[src/rtl/eager_fanout_fork.sv]
// eager_fanout_fork
//   Eager fork that broadcasts one ready/valid stream to NUM_OUT consumers.
//   Each active branch (cfg_en & cfg_sel) takes the token independently. A
//   per-branch done flag records which branches already took it. The input
//   token completes once every active branch is done or ready this cycle.
// Ports
//   clk, rst_n            clock, async active-low reset
//   flush                 sync clear of done flags and counters
//   cfg_en, cfg_sel       static branch enable / select
//   in_data/valid/ready   upstream ready/valid stream
//   out_data              broadcast token (equal to in_data)
//   out_valid/out_ready   per-branch handshake
//   accept_cnt            per-branch saturating handshake counts, branch i at [i*CNT_W +: CNT_W]
//   drop_cnt              saturating count of tokens consumed with no active branch
module eager_fanout_fork #(
  parameter int unsigned DATA_W  = 16,
  parameter int unsigned NUM_OUT = 9,
  parameter int unsigned CNT_W   = 16
) (
  input  logic                     clk,
  input  logic                     rst_n,
  input  logic                     flush,
  input  logic [NUM_OUT-1:0]       cfg_en,
  input  logic [NUM_OUT-1:0]       cfg_sel,
  input  logic [DATA_W-1:0]        in_data,
  input  logic                     in_valid,
  output logic                     in_ready,
  output logic [DATA_W-1:0]        out_data,
  output logic [NUM_OUT-1:0]       out_valid,
  input  logic [NUM_OUT-1:0]       out_ready,
  output logic [NUM_OUT*CNT_W-1:0] accept_cnt,
  output logic [CNT_W-1:0]         drop_cnt
);

  localparam logic [CNT_W-1:0] CNT_MAX = '1;

  logic [NUM_OUT-1:0] active;
  logic [NUM_OUT-1:0] hs;
  logic [NUM_OUT-1:0] done_q, done_d;
  logic               fire;
  logic [CNT_W-1:0]   acc_q [NUM_OUT];
  logic [CNT_W-1:0]   acc_d [NUM_OUT];
  logic [CNT_W-1:0]   drop_q, drop_d;

  assign active   = cfg_en & cfg_sel;
  assign out_data = in_data;

  // Handshake outputs are gated by rst_n so nothing moves while reset is held.
  assign out_valid = {NUM_OUT{in_valid & rst_n}} & active & ~done_q;
  assign in_ready  = rst_n & (&(~active | done_q | out_ready));

  assign hs   = out_valid & out_ready;
  assign fire = in_valid & in_ready;

  // Done flags: cleared when the token completes, otherwise accumulate handshakes.
  always_comb begin
    done_d = done_q | hs;
    if (flush || fire) begin
      done_d = '0;
    end
  end

  // Saturating counters; a flush cycle clears them and counts nothing.
  always_comb begin
    for (int i = 0; i < int'(NUM_OUT); i++) begin
      acc_d[i] = acc_q[i];
      if (flush) begin
        acc_d[i] = '0;
      end else if (hs[i] && (acc_q[i] != CNT_MAX)) begin
        acc_d[i] = acc_q[i] + CNT_W'(1);
      end
    end
    drop_d = drop_q;
    if (flush) begin
      drop_d = '0;
    end else if (fire && !(|active) && (drop_q != CNT_MAX)) begin
      drop_d = drop_q + CNT_W'(1);
    end
  end

  // State registers.
  always_ff @(posedge clk or negedge rst_n) begin
    if (!rst_n) begin
      done_q <= '0;
      drop_q <= '0;
      for (int i = 0; i < int'(NUM_OUT); i++) begin
        acc_q[i] <= '0;
      end
    end else begin
      done_q <= done_d;
      drop_q <= drop_d;
      for (int i = 0; i < int'(NUM_OUT); i++) begin
        acc_q[i] <= acc_d[i];
      end
    end
  end

  // Pack per-branch counters onto the flat output bus.
  for (genvar g = 0; g < int'(NUM_OUT); g++) begin : g_pack
    assign accept_cnt[g*CNT_W +: CNT_W] = acc_q[g];
  end

  assign drop_cnt = drop_q;

endmodule

[config.mk]
export PLATFORM = sky130hd
export DESIGN_NAME = eager_fanout_fork
export DESIGN_NICKNAME = d
export VERILOG_FILES = /design/src/rtl/eager_fanout_fork.sv
export SDC_FILE = /design/constraint.sdc
export NUM_CORES = 1
export LEC_CHECK = 0
export ABC_CLOCK_PERIOD_IN_PS = 2100
export CAP_MARGIN = 20
export CELL_PAD_IN_SITES_DETAIL_PLACEMENT = 1
export CELL_PAD_IN_SITES_GLOBAL_PLACEMENT = 2
export CORE_ASPECT_RATIO = 1.5
export CORE_MARGIN = 4
export CORE_UTILIZATION = 26
export CTS_CLUSTER_DIAMETER = 200
export CTS_CLUSTER_SIZE = 12
export DETAILED_ROUTE_END_ITERATION = 10
export GPL_ROUTABILITY_DRIVEN = 0
export MAX_ROUTING_LAYER = met4
export PLACE_DENSITY_LB_ADDON = 0.1
export REMOVE_ABC_BUFFERS = 1
export SLEW_MARGIN = 5
export SYNTH_ARGS = -nofsm -noshare
export SYNTH_HDL_FRONTEND = slang
export SYNTH_SLANG_ARGS = --single-unit
[constraint.sdc]
create_clock -name clk -period 2.1 [get_ports clk]
set_input_delay 0.21 -clock clk [delete_from_list [all_inputs] [get_ports clk]]
set_output_delay 0.21 -clock clk [all_outputs]
set_load 0.02 [all_outputs]
==> impl_metrics.py, run 1 <==
metrics = {
    "power_and_ir_drop": {
        "clockPowerShare": 0.448,
        "vdd_drop_max_mv": 0.5227,
        "power_density_mw_per_mm2": 528.2,
        "p_int_mw": 5.049,
        "p_sw_mw": 1.547,
        "p_comb_frac": 0.056,
        "seq_power_share": 0.496,
        "p_leak_nw": 5.229,
        "swShare": 0.2345,
    },
    "critical_path": {
        "timing.rr.end": "accept_cnt[106]$_DFFE_PN0P_",
        "crit_arrival_ns": 2.30,
        "slowest_stage": "dfrtp_1",
        "critPathBufInv": 1,
        "crit_family": "simple AND/OR/NAND/NOR gates",
        "worstPathCellList": "ha_1, and2_1, and4_1, nor4_1, buf_4, nand4_1, xor2_1, nor2_1",
        "path_depth": 8,
        "r2r_slack_ns": 0.13,
        "r2r_cells": 8,
        "critical_path_class": "reg2reg",
        "max_stage_delay_ns": 0.43,
        "startpoint_type": "flop",
        "path_max_fanout": 4,
        "worstPathRequired_ns": 2.43,
        "timing.rr.start": "accept_cnt[96]$_DFFE_PN0P_",
        "end_kind": "flop",
    },
    "synthesis": {
        "synth_area_leaders": "dfrtp_1 (49%), nor2_1 (7.4%), xor2_1 (7.3%)",
        "ys_warn_count": 0,
        "syn_inst": 942,
        "synthesis.area_mm2": 0.008691,
        "synth_ff_type": "dfrtp_1",
        "async_reset_ff_frac": 1.000,
        "ys_ff_latch": 169,
        "seq_area_frac_synth": 0.4866,
        "synth_edf_count": 0,
        "synth_area_leader_cell": "dfrtp_1",
        "ys_types": 45,
        "avgSynthCellArea_um2": 9.226,
        "synth_top_area_share": 0.4866,
    },
    "sta": {
        "slew_violations": 0,
        "fin_skew_ns": 0.01320,
        "worst_slack_ns": 0.1315,
        "holdWs_ns": -0.1496,
        "tns_ns": 0,
        "worstMarginPinSlew_ns": 0.7370,
        "period_share": 0.9374,
        "rsz0062_at_grt": "no",
        "period_needed_ns": 1.968,
        "setup_viol": 0,
        "hold_viol_final": 116,
        "maxSlewHeadroom": 0.5087,
        "max_freq_mhz": 508.0,
    },
    "min_path": {
        "hold_class": "in2async",
    },
    "clock_tree": {
        "cts_setup_buffers": 0,
        "clock-sinks": 169,
        "cts_tree": "done",
        "cts-root-buf": "clkbuf_16",
        "clkTransAtPathRegs_ns": 0.07,
        "cts_made_buffers": 17,
        "clock_path_buffers": 2,
        "clk_latency_ns": 0.45,
        "h-tree-depth": 4,
    },
    "final_layout": {
        "drive_gt1_frac": 0.1319,
        "fin_nets": 1298,
        "post-route-util": 0.3803,
        "area_growth_pct": 43.69,
    },
    "die": {
        "die-area_mm2": 0.03648,
        "die_width_um": 157.3,
        "core_mm2": 0.03284,
        "start_util": 0.2647,
        "rows": 81,
        "die_h_um": 231.9,
        "io-pin-count": 233,
    },
    "detailed_routing": {
        "vias": 8016,
        "wirelength_met1_um": 12250,
        "routed_via_density": 4.806,
        "drtPass1Iterations": 4,
        "wl_met3_um": 1533,
        "routed_wl_um": 29040,
        "drc": 0,
        "met2_wirelength_um": 14760,
        "detail_route.wl_per_cell_um": 17.41,
        "antenna_left": 0,
        "drt_iter0_drc": 241,
        "top_layer": "met4",
    },
    "outcome": {
        "violations": "negative hold slack",
        "status": "complete, but fails checks",
    },
    "place": {
        "hpwl_um": 22010,
        "portBuffers": 200,
        "dpl_worst_slack_ns": -0.3366,
    },
    "global_route": {
        "grt_usage": 0.1679,
        "antenna_found_initial": 2,
        "first_global_vias": 8526,
        "grt-ovfl-total": 0,
        "grt_pass1_wl_um": 46970,
        "grt_max_degree": 119,
    },
    "run": {
        "drv_cap": 0,
    },
}
## area by class of cell
| type | count | area [um^2] |
|---|---|---|
| Multi-Input combinational cell | 699 | 4148 |
| Sequential cell | 169 | 4229 |
| Clock buffer | 26 | 509.2 |
| Inverter | 33 | 123.9 |
| Antenna cell | 2 | 5.005 |
| Clock inverter | 3 | 15.01 |
| Timing Repair Buffer | 321 | 2939 |
| Fill cell | 3834 | 20350 |
| Tap cell | 415 | 519.2 |
## sequential cells by signal (all words and copies together), names as in the netlist
register	count
drop_cnt	16
done_q	9
accept_cnt	144
## kinds of logic (layout without fill, tap and decap cells)
kind of cell,count (synthesis),after routing,synth area share
adder cells (fa/ha/maj),10,10,0.01440
multiplexers,10,10,0.01152
flip-flops,169,169,0.4866
buffers and inverters,74,383,0.03901
other,0,2,0
AND/OR/NAND/NOR,474,474,0.2694
AO/OA/AOI/OAI,87,87,0.06018
XOR/XNOR,118,118,0.1189
## what timing repair did
item | 4_1_cts | 5_1_grt
gates cloned | 0 | 0
resized for setup | 4 | 8
pin swaps | 0 | 1
endpoints found under the hold margin | 116 | 80
setup endpoints to repair | 4 | 14
## metal layers
| metal | GRT usage | vias to the layer above |
|---|---|---|
| li1 | - | 3833 |
| met1 | 0.1962 | 3991 |
| met2 | 0.2833 | 164 |
| met3 | 0.04401 | 28 |
| met4 | 0.04923 | 0 |
| met5 | - | - |
## placed cells by master, fill, tap and decap left out, drive strengths merged, types with 2 or more instances in the layout
| cell | instances |
|---|---|
| or3 | 29 |
| clkbuf | 27 |
| nor4 | 13 |
| nor3 | 28 |
| o21a | 2 |
| and3 | 20 |
| xor2 | 72 |
| inv | 33 |
| diode | 2 |
| dfrtp | 169 |
| or4 | 6 |
| mux2i | 10 |
| nand3 | 63 |
| o211ai | 2 |
| dlygate4sd2 | 4 |
| clkdlybuf4s50 | 188 |
| nor3b | 2 |
| and4 | 17 |
| a211o | 2 |
| buf | 126 |
| o32a | 2 |
| nand2 | 70 |
| clkinv | 3 |
| ha | 10 |
| a21oi | 34 |
| o2111ai | 3 |
| o31ai | 3 |
| and2 | 7 |
| o21ai | 28 |
| nor2 | 171 |
| nand3b | 5 |
| nand4 | 41 |
| a41oi | 2 |
| o32ai | 2 |
| xnor2 | 46 |
| dlymetal6s2s | 2 |
## power by group through the flow
stage / clock [mW] / sequential, mW / combinational [mW]
final: 2.96 / 3.27 / 0.368
after detailed placement: 0 / 3.33 / 0.385
after global routing: 3.20 / 3.27 / 0.414
after global placement: 0 / 3.33 / 0.385
after floorplan: 0 / 3.34 / 0.0710
after CTS: 3.08 / 3.27 / 0.385
## metrics by stage
stage | hold WS (ns) | power, mW | cells | area, um^2
2_1_floorplan | -0.08559 | 3.408 | 901 | 8476
3_3_place_gp | 0.4203 | 3.716 | 1637 | 11930
3_5_place_dp | 0.4203 | 3.716 | 1637 | 11930
4_1_cts | -0.06965 | 6.736 | 1666 | 12450
5_1_grt | -0.1062 | 6.886 | 1668 | 12490
6_report | -0.1496 | 6.596 | 1668 | 12490
## worst max path at each step
| stage | from | endpoint |
|---|---|---|
| floorplan | drop_cnt[0]$_DFFE_PN0P_ | drop_cnt[0]$_DFFE_PN0P_ |
| finish | accept_cnt[96]$_DFFE_PN0P_ | accept_cnt[106]$_DFFE_PN0P_ |
| global route | drop_cnt[0]$_DFFE_PN0P_ | drop_cnt[2]$_DFFE_PN0P_ |
| global placement | in_valid | accept_cnt[30]$_DFFE_PN0P_ |
| CTS | done_q[6]$_DFF_PN0_ | out_valid[6] |
| detailed placement | in_valid | accept_cnt[30]$_DFFE_PN0P_ |
## synthesized netlist by cell type (20+ instances only)
master    number
xnor2_1       46
dfrtp_1      169
or3_1         29
nand4_1       41
clkbuf_1      23
inv_1         33
nand3_1       63
nor2_1       171
o21ai_0       28
xor2_1        72
nand2_1       69
nor3_1        28
a21oi_1       34
and3_1        20
(Power assumes the default switching activity.)
==> run 2: changes to the inputs <==
--- a/config.mk
+++ b/config.mk
@@ -9,7 +9,7 @@
 export CAP_MARGIN = 20
 export CELL_PAD_IN_SITES_DETAIL_PLACEMENT = 1
 export CELL_PAD_IN_SITES_GLOBAL_PLACEMENT = 2
-export CORE_ASPECT_RATIO = 1.5
+export CORE_ASPECT_RATIO = 1.2
 export CORE_MARGIN = 4
 export CORE_UTILIZATION = 26
 export CTS_CLUSTER_DIAMETER = 200
==> impl_metrics.py, run 2 (synthesized netlist as in run 1, its figures left out) <==
metrics = {
    "power_and_ir_drop": {
        "p_int_mw": 5.184,
        "p_comb_frac": 0.055,
        "power_density_mw_per_mm2": 550.6,
        "seq_power_share": 0.473,
        "clockPowerShare": 0.472,
        "swShare": 0.2500,
        "vdd_drop_max_mv": 0.4153,
        "p_leak_nw": 5.202,
        "p_sw_mw": 1.728,
    },
    "final_layout": {
        "final_common_cell": "clkdlybuf4s50_1",
        "layout_common_cells": "clkdlybuf4s50_1 (187), nor2_1 (171), dfrtp_1 (169), buf_4 (117), xor2_1 (72)",
        "fin_nets": 1290,
        "fillers": 3824,
        "largest_reg_flops": 144,
        "area_growth_pct": 44.46,
        "drive_gt1_frac": 0.1372,
        "post-route-util": 0.3797,
        "instances_no_fill": 1697,
    },
    "clock_tree": {
        "cts-root-buf": "clkbuf_16",
        "clk_latency_ns": 0.44,
        "h-tree-depth": 4,
        "cts_tree": "done",
        "clock_path_buffers": 2,
        "clkTransAtPathRegs_ns": 0.07,
        "clock-sinks": 169,
        "cts_made_buffers": 17,
    },
    "critical_path": {
        "worstPathRequired_ns": 2.46,
        "path_max_fanout": 7,
        "worstPathCellList": "or4_4, or3_4, or3_1, a21oi_1",
        "critPathBufInv": 0,
        "timing.rr.end": "accept_cnt[28]$_DFFE_PN0P_",
        "startpoint_type": "flop",
        "slowest_stage": "or4_4",
        "crit_family": "simple AND/OR/NAND/NOR gates",
        "timing.rr.start": "done_q[1]$_DFF_PN0_",
        "r2r_cells": 4,
        "r2r_slack_ns": 0.11,
        "crit_arrival_ns": 2.36,
        "max_stage_delay_ns": 0.58,
        "end_kind": "flop",
        "critical_path_class": "reg2reg",
    },
    "die": {
        "core_mm2": 0.03306,
        "die_h_um": 208.3,
        "die-area_mm2": 0.03643,
        "start_util": 0.2628,
        "die_width_um": 174.9,
        "rows": 73,
        "io-pin-count": 233,
    },
    "global_route": {
        "grt-ovfl-total": 0,
        "grt_pass1_wl_um": 47130,
        "antenna_found_initial": 1,
        "grt_max_degree": 84,
        "grt_usage": 0.1641,
        "first_global_vias": 8473,
    },
    "min_path": {
        "hold_class": "in2async",
    },
    "detailed_routing": {
        "detail_route.wl_per_cell_um": 16.96,
        "antenna_left": 0,
        "drtPass1Iterations": 5,
        "drt_iter0_drc": 306,
        "routed_via_density": 4.655,
        "drc": 0,
        "vias": 7900,
        "routed_wl_um": 28770,
    },
    "place": {
        "hpwl_um": 21310,
        "dpl_worst_slack_ns": -0.5283,
        "dp_cells": 1660,
        "portBuffers": 200,
    },
    "sta": {
        "worstMarginPinSlew_ns": 0.7048,
        "period_needed_ns": 1.995,
        "slew_violations": 0,
        "tns_ns": 0,
        "fin_skew_ns": 0.01288,
        "maxSlewHeadroom": 0.5301,
        "rsz0062_at_grt": "no",
        "setup_viol": 0,
        "holdWs_ns": -0.02470,
        "max_freq_mhz": 501.3,
        "worst_slack_ns": 0.1052,
        "hold_viol_final": 26,
        "period_share": 0.9499,
    },
    "run": {
        "drv_cap": 0,
    },
    "outcome": {
        "status": "complete, but fails checks",
        "violations": "negative hold slack",
    },
}
-- run 2: worst max-delay path by stage --
stage                             from                         end  slack, ns  cells past startpoint
3_5_place_dp                  in_valid  accept_cnt[30]$_DFFE_PN0P_      -0.53                      7
3_3_place_gp                  in_valid  accept_cnt[28]$_DFFE_PN0P_      -0.45                      6
2_1_floorplan  drop_cnt[0]$_DFFE_PN0P_     drop_cnt[0]$_DFFE_PN0P_       0.04                      7
5_1_grt            done_q[2]$_DFF_PN0_                    in_ready      0.003                      6
6_report           done_q[1]$_DFF_PN0_  accept_cnt[28]$_DFFE_PN0P_       0.11                      4
4_1_cts                       in_valid  accept_cnt[30]$_DFFE_PN0P_       0.02                      7
-- run 2: per-stage QoR --
step | total power, mW | area (um^2)
after floorplan | 3.408 | 8476
after global placement | 3.723 | 11900
after detailed placement | 3.726 | 11900
after CTS | 7.071 | 12490
after global routing | 7.218 | 12550
final | 6.912 | 12550
-- run 2: worst min-delay path: cells and delay by family --
kind	cells	cell delay [ns]
buffers and inverters	3	0.60
-- run 2: final cells by class --
type	instances	area, um^2	area share
multi-input cells	699	4167	0.3319
flip-flops and latches	169	4229	0.3369
clock buffers	17	425.4	0.03388
well taps	450	563.0	0.04485
inverters	33	123.9	0.009867
repair buffers	313	2883	0.2296
diodes	1	2.502	0.0001993
clock inverters	15	161.4	0.01286
-- run 2: timing repair --
item	CTS	global route
gates resized for setup	4	10
hold endpoints to repair	52	0
setup endpoints to repair	5	21
setup buffers	0	4
pin swaps	0	2
-- run 2: power by group through the flow --
stage	Clock, mW	Sequential (mW)	Combinational [mW]
final	3.26	3.27	0.380
after global routing	3.52	3.27	0.427
after global placement	0	3.33	0.391
after floorplan	0	3.34	0.0710
after detailed placement	0	3.33	0.394
after CTS	3.41	3.27	0.394
-- run 2: per-layer routing --
metal  vias to the layer above  part of all wire  GRT usage
met5                         -                 0          -
met4                         0             0.015    0.04607
met3                        19             0.046    0.03416
met2                       152              0.48     0.2653
met1                      3903              0.46     0.2097
li1                       3826                 -          -
==> run 3: changes to the inputs <==
--- a/config.mk
+++ b/config.mk
@@ -7,11 +7,11 @@
 export LEC_CHECK = 0
 export ABC_CLOCK_PERIOD_IN_PS = 2100
 export CAP_MARGIN = 20
-export CELL_PAD_IN_SITES_DETAIL_PLACEMENT = 1
-export CELL_PAD_IN_SITES_GLOBAL_PLACEMENT = 2
+export CELL_PAD_IN_SITES_DETAIL_PLACEMENT = 0
+export CELL_PAD_IN_SITES_GLOBAL_PLACEMENT = 1
 export CORE_ASPECT_RATIO = 1.2
 export CORE_MARGIN = 4
-export CORE_UTILIZATION = 26
+export CORE_UTILIZATION = 33
 export CTS_CLUSTER_DIAMETER = 200
 export CTS_CLUSTER_SIZE = 12
 export DETAILED_ROUTE_END_ITERATION = 10
==> impl_metrics.py, run 3 (synthesized netlist as in run 1, its figures left out) <==
metrics = {
    "outcome": {
        "status": "complete, but fails checks",
        "violations": "negative hold slack",
    },
    "final_layout": {
        "layout_common_cells": "clkdlybuf4s50_1 (188), nor2_1 (171), dfrtp_1 (169), buf_4 (94), xor2_1 (72)",
        "area_growth_pct": 41.13,
        "fin_nets": 1270,
        "final_common_cell": "clkdlybuf4s50_1",
        "largest_reg_flops": 144,
        "instances_no_fill": 1558,
        "drive_gt1_frac": 0.1215,
        "post-route-util": 0.4772,
        "stdcell_area_mm2": 0.01227,
    },
    "sta": {
        "holdWs_ns": -0.02118,
        "fin_skew_ns": 0.01087,
        "setup_viol": 0,
        "worstMarginPinSlew_ns": 0.9637,
        "maxSlewHeadroom": 0.3575,
        "period_needed_ns": 1.969,
        "period_share": 0.9375,
        "worst_slack_ns": 0.1313,
        "max_freq_mhz": 508.0,
        "hold_viol_final": 34,
        "slew_violations": 0,
        "rsz0062_at_grt": "no",
    },
    "die": {
        "die_h_um": 185.8,
        "start_util": 0.3381,
        "core_mm2": 0.02570,
        "rows": 64,
        "io-pin-count": 233,
        "die-area_mm2": 0.02901,
        "die_width_um": 156.1,
    },
    "detailed_routing": {
        "drtPass1Iterations": 4,
        "drt_iter0_drc": 345,
        "routed_wl_um": 24980,
        "vias": 7731,
        "drc": 0,
        "detail_route.wl_per_cell_um": 16.04,
        "routed_via_density": 4.962,
        "antenna_left": 0,
    },
    "clock_tree": {
        "h-tree-depth": 4,
        "clk_latency_ns": 0.43,
        "cts-root-buf": "clkbuf_16",
        "clkTransAtPathRegs_ns": 0.08,
        "clock-sinks": 169,
        "clock_path_buffers": 2,
        "cts_made_buffers": 17,
        "cts_tree": "done",
    },
    "power_and_ir_drop": {
        "swShare": 0.2515,
        "p_sw_mw": 1.708,
        "seq_power_share": 0.481,
        "clockPowerShare": 0.467,
        "p_int_mw": 5.082,
        "power_density_mw_per_mm2": 553.6,
        "vdd_drop_max_mv": 0.3766,
        "p_comb_frac": 0.051,
        "p_leak_nw": 5.174,
    },
    "critical_path": {
        "end_kind": "flop",
        "worstPathRequired_ns": 2.45,
        "max_stage_delay_ns": 0.48,
        "timing.rr.start": "accept_cnt[32]$_DFFE_PN0P_",
        "path_depth": 7,
        "critical_path_class": "in2reg",
        "slowest_stage": "clkdlybuf4s50_1",
        "critPathBufInv": 2,
        "timing.rr.end": "accept_cnt[36]$_DFFE_PN0P_",
        "r2r_slack_ns": 0.15,
        "crit_start": "in_valid",
        "crit_family": "simple AND/OR/NAND/NOR gates",
        "crit_end": "accept_cnt[9]$_DFFE_PN0P_",
        "startpoint_type": "input port",
        "crit_arrival_ns": 2.32,
        "worstPathCellList": "clkdlybuf4s50_1, nand2_2, buf_4, or3_4, a211o_2, or4_1, a21oi_1",
        "path_max_fanout": 8,
        "r2r_cells": 7,
    },
    "min_path": {
        "hold_class": "in2async",
    },
    "place": {
        "post_dp_cell_area_mm2": 0.01161,
        "portBuffers": 200,
        "hpwl_um": 18080,
        "dpl_worst_slack_ns": -0.3647,
        "dp_cells": 1522,
    },
    "global_route": {
        "first_global_vias": 7723,
        "grt_max_degree": 171,
        "grt_pass1_wl_um": 40800,
        "grt_usage": 0.1790,
        "grt-ovfl-total": 0,
        "antenna_found_initial": 2,
    },
    "run": {
        "drv_cap": 0,
    },
}
[run 3: cell count changes in the layout (fill, tap and decap cells not counted), sizes merged]
cell           before  now
buf               121   98
bufinv              2    1
clkbuf             18   17
clkdlybuf4s50     187  188
clkinv              4    3
diode               1    2
dlygate4sd2         3    1
dlymetal6s2s        1    6
inv                41   43
[run 3: worst min-delay path by stage]
stage	to	slack, ns	cells after the start
2_1_floorplan	accept_cnt[0]$_DFFE_PN0P_	-0.09	0
3_3_place_gp	out_data[0]	0.42	0
3_5_place_dp	out_data[0]	0.42	0
4_1_cts	accept_cnt[44]$_DFFE_PN0P_	0.05	2
5_1_grt	accept_cnt[62]$_DFFE_PN0P_	0.07	2
6_report	accept_cnt[62]$_DFFE_PN0P_	-0.02	2
[run 3: through the flow]
stage                     hold slack [ns]  total power, mW  setup TNS, ns
after global placement             0.4203            3.692         -12.52
after floorplan                  -0.08559            3.408              0
after CTS                         0.05038            6.924      -0.001712
final                            -0.02118            6.790              0
after global routing              0.06864            7.093              0
after detailed placement           0.4203            3.692         -14.52
[run 3: layout make-up]
type,count,area [um^2]
clock buffers,17,425.4
fillers,2506,13440
well taps,330,412.9
repair buffers,293,2743
diodes,2,5.005
inverters,33,123.9
clock inverters,15,153.9
flip-flops and latches,169,4229
multi-input cells,699,4173
[run 3: power by group through the flow]
stage                     combinational (mW)  clock, mW  sequential, mW
final                                  0.348       3.17            3.27
after global routing                   0.392       3.43            3.27
after CTS                              0.362       3.29            3.27
after detailed placement               0.361          0            3.33
after global placement                 0.361          0            3.33
after floorplan                       0.0710          0            3.34
[run 3: layer usage]
layer	wire [um]	up-vias	global-route usage	part of all wire
li1	-	3798	-	-
met1	11100	3745	0.2245	0.44
met2	12020	171	0.2884	0.48
met3	1597	17	0.04860	0.064
met4	261	0	0.04618	0.010
met5	0	-	-	0
[run 3: what timing repair did]
item,in CTS,in global routing
resized for setup,1,17
hold buffers,0,0
pin swaps,0,1
setup endpoints to repair,2,24
buffers inserted,0,2
[run 3: worst reg2reg max path: cells and delay by family, from the launching register on]
family        cells  cell delay [ns]
simple gates      5             1.14
flops             1             0.36
fa+ha+maj         1             0.19
xor+xnor          1             0.14
